===== src/rtl/nand3_bist_pkg.sv =====
// Shared types and constants for the NAND3 cell self-test initiator.
// The cell has three inputs, so one sweep covers eight vectors.
package nand3_bist_pkg;

   typedef enum logic [1:0] {
      IDLE,
      APPLY,
      SAMPLE,
      DONE
   } state_t;

   localparam int NVEC  = 8;
   localparam int VEC_W = 3;
   localparam int CNT_W = 8;
   localparam int ERR_W = 4;

   // The fault-free NAND3 response: only vector 7 (A=B=C=1) drives Y low.
   localparam logic [NVEC-1:0] GOLDEN_DEFAULT = 8'h7F;

endpackage


===== src/rtl/nand3_bist_if.sv =====
// Bundle between the self-test initiator and its environment.
// The initiator uses the master side; the cell/controller uses the slave side.
interface nand3_bist_if;
   import nand3_bist_pkg::*;

   logic             start;
   logic             y;
   logic             a;
   logic             b;
   logic             c;
   logic             busy;
   logic             done;
   logic [NVEC-1:0]  capture;
   logic [ERR_W-1:0] err_cnt;
   logic [VEC_W-1:0] first_fail;
   logic             fail_valid;

   modport master (
      input  start, y,
      output a, b, c, busy, done, capture, err_cnt, first_fail, fail_valid
   );

   modport slave (
      output start, y,
      input  a, b, c, busy, done, capture, err_cnt, first_fail, fail_valid
   );

endinterface


===== src/rtl/bist_resp_capture.sv =====
// Latches the cell response per vector and tracks mismatches against the
// expected capture word: error count plus the lowest failing vector.
module bist_resp_capture
   import nand3_bist_pkg::*;
#(
   parameter logic [NVEC-1:0] GOLDEN = GOLDEN_DEFAULT
) (
   input  logic             clk,
   input  logic             rst_n,
   input  logic             clr,
   input  logic             smp,
   input  logic [VEC_W-1:0] vec,
   input  logic             y,
   output logic [NVEC-1:0]  capture,
   output logic [ERR_W-1:0] err_cnt,
   output logic [VEC_W-1:0] first_fail,
   output logic             fail_valid
);

   logic [NVEC-1:0]  capture_reg;
   logic [ERR_W-1:0] err_cnt_reg;
   logic [VEC_W-1:0] first_fail_reg;
   logic             fail_valid_reg;
   logic [NVEC-1:0]  hit;
   logic             mismatch;

   for (genvar gi = 0; gi < NVEC; gi++) begin : g_hit
      assign hit[gi] = smp && (vec == VEC_W'(gi));
   end

   assign mismatch = smp && (y != GOLDEN[vec]);

   always_ff @(posedge clk or negedge rst_n) begin
      if (!rst_n) begin
         capture_reg    <= '0;
         err_cnt_reg    <= '0;
         first_fail_reg <= '0;
         fail_valid_reg <= 1'b0;
      end else if (clr) begin
         capture_reg    <= '0;
         err_cnt_reg    <= '0;
         first_fail_reg <= '0;
         fail_valid_reg <= 1'b0;
      end else begin
         capture_reg <= (capture_reg & ~hit) | (hit & {NVEC{y}});
         if (mismatch) begin
            err_cnt_reg <= err_cnt_reg + 1'b1;
            // Vectors are swept in ascending order, so the first miss is the lowest.
            if (!fail_valid_reg) begin
               first_fail_reg <= vec;
               fail_valid_reg <= 1'b1;
            end
         end
      end
   end

   assign capture    = capture_reg;
   assign err_cnt    = err_cnt_reg;
   assign first_fail = first_fail_reg;
   assign fail_valid = fail_valid_reg;

endmodule


===== src/rtl/nand3_bist.sv =====
// NAND3 self-test initiator: sweeps all eight A/B/C vectors, holds each for
// SETTLE cycles, samples Y for one cycle and hands it to the response checker.
module nand3_bist
   import nand3_bist_pkg::*;
#(
   parameter int              SETTLE = 2,
   parameter logic [NVEC-1:0] GOLDEN = GOLDEN_DEFAULT
) (
   input  logic         clk,
   input  logic         rst_n,
   nand3_bist_if.master bus
);

   state_t           state_reg, state_next;
   logic [VEC_W-1:0] vec_reg, vec_next;
   logic [CNT_W-1:0] cnt_reg, cnt_next;
   logic             clr;
   logic             smp;
   logic             busy;

   always_ff @(posedge clk or negedge rst_n) begin
      if (!rst_n) begin
         state_reg <= IDLE;
         vec_reg   <= '0;
         cnt_reg   <= '0;
      end else begin
         state_reg <= state_next;
         vec_reg   <= vec_next;
         cnt_reg   <= cnt_next;
      end
   end

   always_comb begin
      state_next = state_reg;
      vec_next   = vec_reg;
      cnt_next   = cnt_reg;
      clr        = 1'b0;
      smp        = 1'b0;
      case (state_reg)
         IDLE, DONE: begin
            if (bus.start) begin
               state_next = APPLY;
               vec_next   = '0;
               cnt_next   = '0;
               clr        = 1'b1;
            end
         end
         APPLY: begin
            if (cnt_reg == CNT_W'(SETTLE - 1)) begin
               state_next = SAMPLE;
               cnt_next   = '0;
            end else begin
               cnt_next = cnt_reg + 1'b1;
            end
         end
         SAMPLE: begin
            smp = 1'b1;
            if (vec_reg == VEC_W'(NVEC - 1)) begin
               state_next = DONE;
            end else begin
               state_next = APPLY;
               vec_next   = vec_reg + 1'b1;
            end
         end
         default: state_next = IDLE;
      endcase
   end

   assign busy = (state_reg == APPLY) || (state_reg == SAMPLE);

   // Pins are parked low outside a sweep; vec holds 7 in DONE otherwise.
   assign {bus.a, bus.b, bus.c} = busy ? vec_reg : '0;
   assign bus.busy = busy;
   assign bus.done = (state_reg == DONE);

   bist_resp_capture #(
      .GOLDEN (GOLDEN)
   ) u_resp_capture (
      .clk        (clk),
      .rst_n      (rst_n),
      .clr        (clr),
      .smp        (smp),
      .vec        (vec_reg),
      .y          (bus.y),
      .capture    (bus.capture),
      .err_cnt    (bus.err_cnt),
      .first_fail (bus.first_fail),
      .fail_valid (bus.fail_valid)
   );

endmodule


===== src/flat_wrapper.sv =====
// flat-port wrapper written by rule: the top's interface ports become plain ports
module nand3_bist_flat import nand3_bist_pkg::*;
#(
   parameter int              SETTLE = 2,
   parameter logic [NVEC-1:0] GOLDEN = GOLDEN_DEFAULT
)
  (clk, rst_n, bus_start, bus_y, bus_a, bus_b, bus_c, bus_busy, bus_done, bus_capture, bus_err_cnt, bus_first_fail, bus_fail_valid);
  nand3_bist_if bus_i ();
  input  logic clk;
  input  logic rst_n;
  input wire logic [$bits(bus_i.start)-1:0] bus_start;
  input wire logic [$bits(bus_i.y)-1:0] bus_y;
  output wire logic [$bits(bus_i.a)-1:0] bus_a;
  output wire logic [$bits(bus_i.b)-1:0] bus_b;
  output wire logic [$bits(bus_i.c)-1:0] bus_c;
  output wire logic [$bits(bus_i.busy)-1:0] bus_busy;
  output wire logic [$bits(bus_i.done)-1:0] bus_done;
  output wire logic [$bits(bus_i.capture)-1:0] bus_capture;
  output wire logic [$bits(bus_i.err_cnt)-1:0] bus_err_cnt;
  output wire logic [$bits(bus_i.first_fail)-1:0] bus_first_fail;
  output wire logic [$bits(bus_i.fail_valid)-1:0] bus_fail_valid;
  assign bus_i.start = bus_start;
  assign bus_i.y = bus_y;
  assign bus_a = bus_i.a;
  assign bus_b = bus_i.b;
  assign bus_c = bus_i.c;
  assign bus_busy = bus_i.busy;
  assign bus_done = bus_i.done;
  assign bus_capture = bus_i.capture;
  assign bus_err_cnt = bus_i.err_cnt;
  assign bus_first_fail = bus_i.first_fail;
  assign bus_fail_valid = bus_i.fail_valid;
  nand3_bist #(.SETTLE(SETTLE), .GOLDEN(GOLDEN)) u_core (.clk(clk), .rst_n(rst_n), .bus(bus_i));
endmodule

===== config.mk =====
export PLATFORM = sky130hd
export DESIGN_NAME = nand3_bist_flat
export DESIGN_NICKNAME = d
export VERILOG_FILES = /design/src/rtl/nand3_bist_pkg.sv /design/src/rtl/nand3_bist_if.sv /design/src/rtl/bist_resp_capture.sv /design/src/rtl/nand3_bist.sv /design/src/flat_wrapper.sv
export SDC_FILE = /design/constraint.sdc
export NUM_CORES = 1
export LEC_CHECK = 0
export ABC_AREA = 1
export CAP_MARGIN = 25
export CORE_AREA = 4 4 80 82
export CTS_CLUSTER_SIZE = 12
export DETAILED_ROUTE_END_ITERATION = 16
export DIE_AREA = 0 0 84 86
export GPL_ROUTABILITY_DRIVEN = 0
export HOLD_SLACK_MARGIN = 0.1
export PLACE_DENSITY_LB_ADDON = 0.25
export SETUP_SLACK_MARGIN = 0.2
export SKIP_CTS_REPAIR_TIMING = 1
export SLEW_MARGIN = 20
export SYNTH_ARGS = -nofsm -noshare
export SYNTH_HDL_FRONTEND = slang
export SYNTH_SLANG_ARGS = --single-unit

===== constraint.sdc =====
create_clock -name clk -period 1.7 [get_ports clk]
set_input_delay 0.34 -clock clk [delete_from_list [all_inputs] [get_ports clk]]
set_output_delay 0.34 -clock clk [all_outputs]
set_load 0.02 [all_outputs]

==> results of run 1 <==
-- Yosys cell counts --
master and instances:
a311oi_1 1, o21ai_1 6, buf_2 3, inv_1 28
a21oi_1 10, xnor2_1 1, inv_2 3, nand3_1 17
xor2_1 2, o22ai_1 1, o21ai_0 11, nor2_1 12
nand2_4 2, a21oi_4 1, ha_1 13, nand2_2 4
buf_6 1, nand3_4 1, buf_4 2, nand3b_4 1
o21ai_2 1, dfrtp_1 29, nand2_1 47, nand4_1 10
-- logic make-up after synthesis --
family | synth area share (%)
simple gates | 26.69
buf+inv | 9.264
compound gates | 10.29
flops | 42.65
fa+ha+maj | 9.559
xor+xnor | 1.544
-- metal layers --
metal  GRT usage, %  wire length, µm  vias to the layer above
met4          3.947               53                        0
met3          3.842              169                        5
met1          15.33             1911                      680
met2          19.09             1895                       31
li1               -                -                      770
met5              0                0                        -
-- path summary, 6_finish.rpt --
| check | startpoint | end | slack (ns) | depth (start not counted) |
|---|---|---|---|---|
| setup / recovery | u_core.state_reg[0] | bus_a | 0.11 | 4 |
| min in group clk | u_core.u_resp_capture.first_fail[0] | u_core.u_resp_capture.first_fail[0] | 0.49 | 2 |
| hold reg to reg | u_core.u_resp_capture.first_fail[0] | u_core.u_resp_capture.first_fail[0] | 0.49 | 2 |
| max in group asynchronous | rst_n | u_core.u_resp_capture.capture[6] | 0.96 | 2 |
| setup reg to reg | u_core.state_reg[1] | u_core.u_resp_capture.first_fail[2] | 0.22 | 8 |
| hold / removal | rst_n | u_core.cnt_reg[6] | 0.46 | 2 |
-- layout by cell type (no fill, tap or decap), types with 9 or more instances in the layout --
| cell | Yosys | final |
|---|---|---|
| nand3_1 | 17 | 13 |
| inv_1 | 28 | 23 |
| dlymetal6s2s_1 | 0 | 16 |
| dfrtp_1 | 29 | 29 |
| buf_4 | 2 | 22 |
| a21oi_1 | 10 | 9 |
| nand4_1 | 10 | 10 |
| nor2_1 | 12 | 11 |
| ha_1 | 13 | 9 |
| nand2_1 | 47 | 41 |
-- per-stage QoR --
stage	area [µm²]	cells
global placement	2107	315
floorplan	1702	207
CTS	2193	322
global route	2471	333
finish	2471	333
detailed placement	2107	315
-- power by group --
group          leakage (nW)  internal, W  switching, W
clock                0.0443     0.000321      0.000253
combinational          1.01     0.000920       0.00115
sequential            0.395     0.000819      0.000126
total                  1.45      0.00206       0.00153
-- final cells by class --
cell class                 instances  area [µm²]
fill                             582        3274
multi-input combinational        141       952.2
sequential                        29       725.7
timing repair buffer              50       494.2
inverter                          31       118.9
tap                               75       93.84
clock buffer                       7       86.33
==> run_results.csv, run 1 <==
group,metric,value,unit
outcome,status,"completed",
timing,min_period,1.593,ns
logic_synthesis,synth_area_leaders,"dfrtp_1 43%, nand2_1 10%, ha_1 9.6%",
floorplanning,core_area,5746,µm²
timing,max_freq,627.7,MHz
detailed_routing,drc_errors,0,
setup_path,crit_path_start_kind,"register",
cts,cts_buffer_depth,2,
cts,cts-root-buf,"clkbuf_8",
logic_synthesis,synth-seq-area-share,42.65,%
floorplanning,start_util,29.62,%
setup_path,critPathMaxStageDelay,0.39,ns
timing,setup_viol,0,
timing,worst_slack,0.1068,ns
detailed_routing,first_iter_violations,38,
timing,period_share,93.72,%
floorplanning,io_pins,25,
grt,grt_max_degree,30,
logic_synthesis,synth_cell_types,24,
floorplanning,dieArea,7224,µm²
cts,cts.htree.levels,2,
timing,rsz0062_at_grt,"yes",
setup_path,crit_family,"flip-flops",
job,max_cap_viol_count,0,
setup_path,critPathArrivalTime,1.25,ns
detailed_routing,avgViaCountPerCell,4.462,
layout,nets,275,
power,p_leak,1.453,nW
setup_path,worstSetupPathType,"reg2out",
timing,tightest_slew,0.3822,ns
detailed_routing,via_count,1486,
detailed_routing,firstDrtPassIters,4,
cts,path_clk_slew,0.06,ns
setup_path,cp_num_buf_inv,2,
placed_design,hpwl,2806,µm
floorplanning,die_h,86,µm
cts,cts_tree,"built",
timing,hold_viol,0,
timing,clock_skew,0.005504,ns
logic_synthesis,syn_inst,207,
logic_synthesis,netlist.top_cell.by_area,"dfrtp_1",
timing,fin_tns_setup,0,ns
layout,utilization,43.01,%
grt,gr-total-overflow,0,
power,ir_worst_vdd,0.001197,V
cts,clk_latency,0.28,ns
placed_design,pre_cts_slack,-0.1094,ns
logic_synthesis,syn_nets,224,
detailed_routing,wl,4029,µm
grt,grt_usage,11.94,%
grt,grt_pass1_wl,6900,µm
logic_synthesis,synth_area,1702,µm²
logic_synthesis,synth-seq-cells,29,
setup_path,end_kind,"primary output",
detailed_routing,antenna_left,0,
logic_synthesis,syn_area_per_cell,8.220,µm²
setup_path,crit_path_max_fanout,5,
logic_synthesis,synthDominantCellAreaShare,42.65,%
detailed_routing,routedWlPerCell,12.10,µm
logic_synthesis,synth_warnings,0,
placed_design,portBuffers,24,
setup_path,required,1.36,ns
layout,drive_gt1_share,29.46,%
timing,holdWs,0.4579,ns
power,power_density,1451,nW/µm²
timing,slew_headroom,74.52,%
cts,numCtsBuffers,5,
grt,grt_pass1_vias,1464,
grt,antenna_found_initial,0,
timing,drv_slew,0,
layout,antenna_cells,0,
setup_path,cp_slowest_cell,"dfrtp_1",
worst_hold_path,hold_path.class,"in2async",
power,p_total,0.003585,W
floorplanning,rows,28,
floorplanning,die_w,84,µm
setup_path,crit_chain,"inv_2, ha_4, nor2_1, buf_4",
layout,area_growth_syn_to_layout,45.22,%
cts,clock-sinks,29,
No activity file was read; power rests on OpenSTA's default activity.
==> inputs of run 2 (changes only) <==
MAX_ROUTING_LAYER = met4   (was default)
==> run_results.csv, run 2 (synthesis results as in run 1) <==
group,metric,value,unit
floorplanning,core_area,5746,µm²
setup_path,crit_path_start_kind,"register",
floorplanning,die_h,86,µm
grt,grt_max_degree,30,
detailed_routing,first_iter_violations,38,
cts,cts_tree,"built",
setup_path,r2r_cells,8,
timing,max_freq,627.6,MHz
cts,cts.htree.levels,2,
power,p_total,0.003585,W
layout,antenna_cells,0,
timing,slew_headroom,74.52,%
floorplanning,rows,28,
setup_path,end_kind,"primary output",
detailed_routing,firstDrtPassIters,4,
placed_design,hpwl,2806,µm
power,internal_power,0.002059,W
cts,path_clk_slew,0.06,ns
cts,cts-root-buf,"clkbuf_8",
power,clockPowerShare,16.0,%
worst_hold_path,hold_path.class,"in2async",
layout,final_area,2471,µm²
grt,grt_pass1_vias,1465,
cts,cts_buffer_depth,2,
setup_path,critPathMaxStageDelay,0.39,ns
power,ir_worst_vdd,0.001197,V
detailed_routing,antenna_left,0,
timing,min_period,1.593,ns
placed_design,place_area,2107,µm²
floorplanning,die_w,84,µm
timing,clock_skew,0.005797,ns
cts,numCtsBuffers,5,
grt,gr-total-overflow,0,
power,p_leak,1.453,nW
detailed_routing,avgViaCountPerCell,4.465,
layout,final_common_cell,"nand2_1",
setup_path,cp_slowest_cell,"dfrtp_1",
setup_path,critPathArrivalTime,1.25,ns
power,p_sw,0.001526,W
setup_path,crit_chain,"inv_2, ha_4, nor2_1, buf_4",
job,max_cap_viol_count,0,
timing,period_share,93.73,%
grt,grt_pass1_wl,6893,µm
layout,layout_common_cells,"41 x nand2_1, 29 x dfrtp_1, 23 x inv_1, 22 x buf_4, 16 x dlymetal6s2s_1",
power,sequentialPowerShare,26.3,%
cts,clk_latency,0.28,ns
power,swShare,42.57,%
setup_path,crit_path_max_fanout,5,
timing,drv_slew,0,
timing,setup_viol,0,
layout,final_cells,333,
timing,hold_viol,0,
timing,rsz0062_at_grt,"yes",
timing,tightest_slew,0.3822,ns
layout,area_growth_syn_to_layout,45.22,%
placed_design,portBuffers,24,
detailed_routing,wl,4027,µm
setup_path,worstSetupPathType,"reg2out",
layout,nets,275,
detailed_routing,routedWlPerCell,12.09,µm
detailed_routing,via_count,1487,
setup_path,required,1.36,ns
layout,drive_gt1_share,29.46,%
layout,utilization,43.01,%
grt,grt_usage,12.30,%
floorplanning,dieArea,7224,µm²
detailed_routing,drc_errors,0,
floorplanning,start_util,29.62,%
cts,clock-sinks,29,
grt,antenna_found_initial,0,
power,power_density,1451,nW/µm²
placed_design,dp.cells,315,
power,combPwrFrac,57.6,%
outcome,status,"completed",
floorplanning,io_pins,25,
==> run 2: layout make-up <==
class / count / area [µm²]
clock buffer: 7 / 86.33
fill: 582 / 3274
inverter: 31 / 118.9
multi-input combinational: 141 / 952.2
sequential: 29 / 725.7
tap: 75 / 93.84
timing repair buffer: 50 / 494.2
==> run 2: worst paths after layout <==
kind	startpoint	to	slack, ns
worst max-delay path	u_core.state_reg[0]	bus_a	0.11
worst min-delay path	rst_n	u_core.cnt_reg[6]	0.46
worst max register to register	u_core.state_reg[1]	u_core.u_resp_capture.first_fail[2]	0.22
worst min register to register	u_core.u_resp_capture.first_fail[0]	u_core.u_resp_capture.first_fail[0]	0.49
max in group asynchronous	rst_n	u_core.u_resp_capture.capture[6]	0.96
min in group clk	u_core.u_resp_capture.first_fail[0]	u_core.u_resp_capture.first_fail[0]	0.49
==> run 2: stage by stage <==
| stage | setup WS (ns) | hold slack [ns] | TNS, ns |
|---|---|---|---|
| after global placement | -0.07500 | 0.4739 | -0.2649 |
| after detailed placement | -0.1094 | 0.4724 | -0.3265 |
| after floorplan | 0.1767 | 0.04441 | 0 |
| after CTS | -0.4343 | 0.4706 | -1.807 |
| final | 0.1065 | 0.4573 | 0 |
| after global routing | 0.02318 | 0.4919 | 0 |
==> run 2: critical path, delay by kind of cell (launching register included) <==
kind | cells | cell delay (ns)
fa+ha+maj | 1 | 0.22
buf+inv | 2 | 0.24
flops | 1 | 0.39
simple gates | 1 | 0.13
==> run 2: power groups by stage <==
stage / combinational [W] / sequential (W) / clock [W]
after global placement: 0.00157 / 0.000943 / 0
after CTS: 0.00158 / 0.000934 / 0.000600
after floorplan: 0.000929 / 0.00103 / 0
after detailed placement: 0.00157 / 0.000946 / 0
after global routing: 0.00228 / 0.000965 / 0.000633
final: 0.00207 / 0.000945 / 0.000574
==> run 2: layer usage <==
layer	vias to the layer above	global-route usage (%)	routed length, µm
li1	770	-	-
met4	0	3.947	51
met1	681	15.51	1912
met5	-	-	0
met3	5	3.554	166
met2	31	19.09	1895
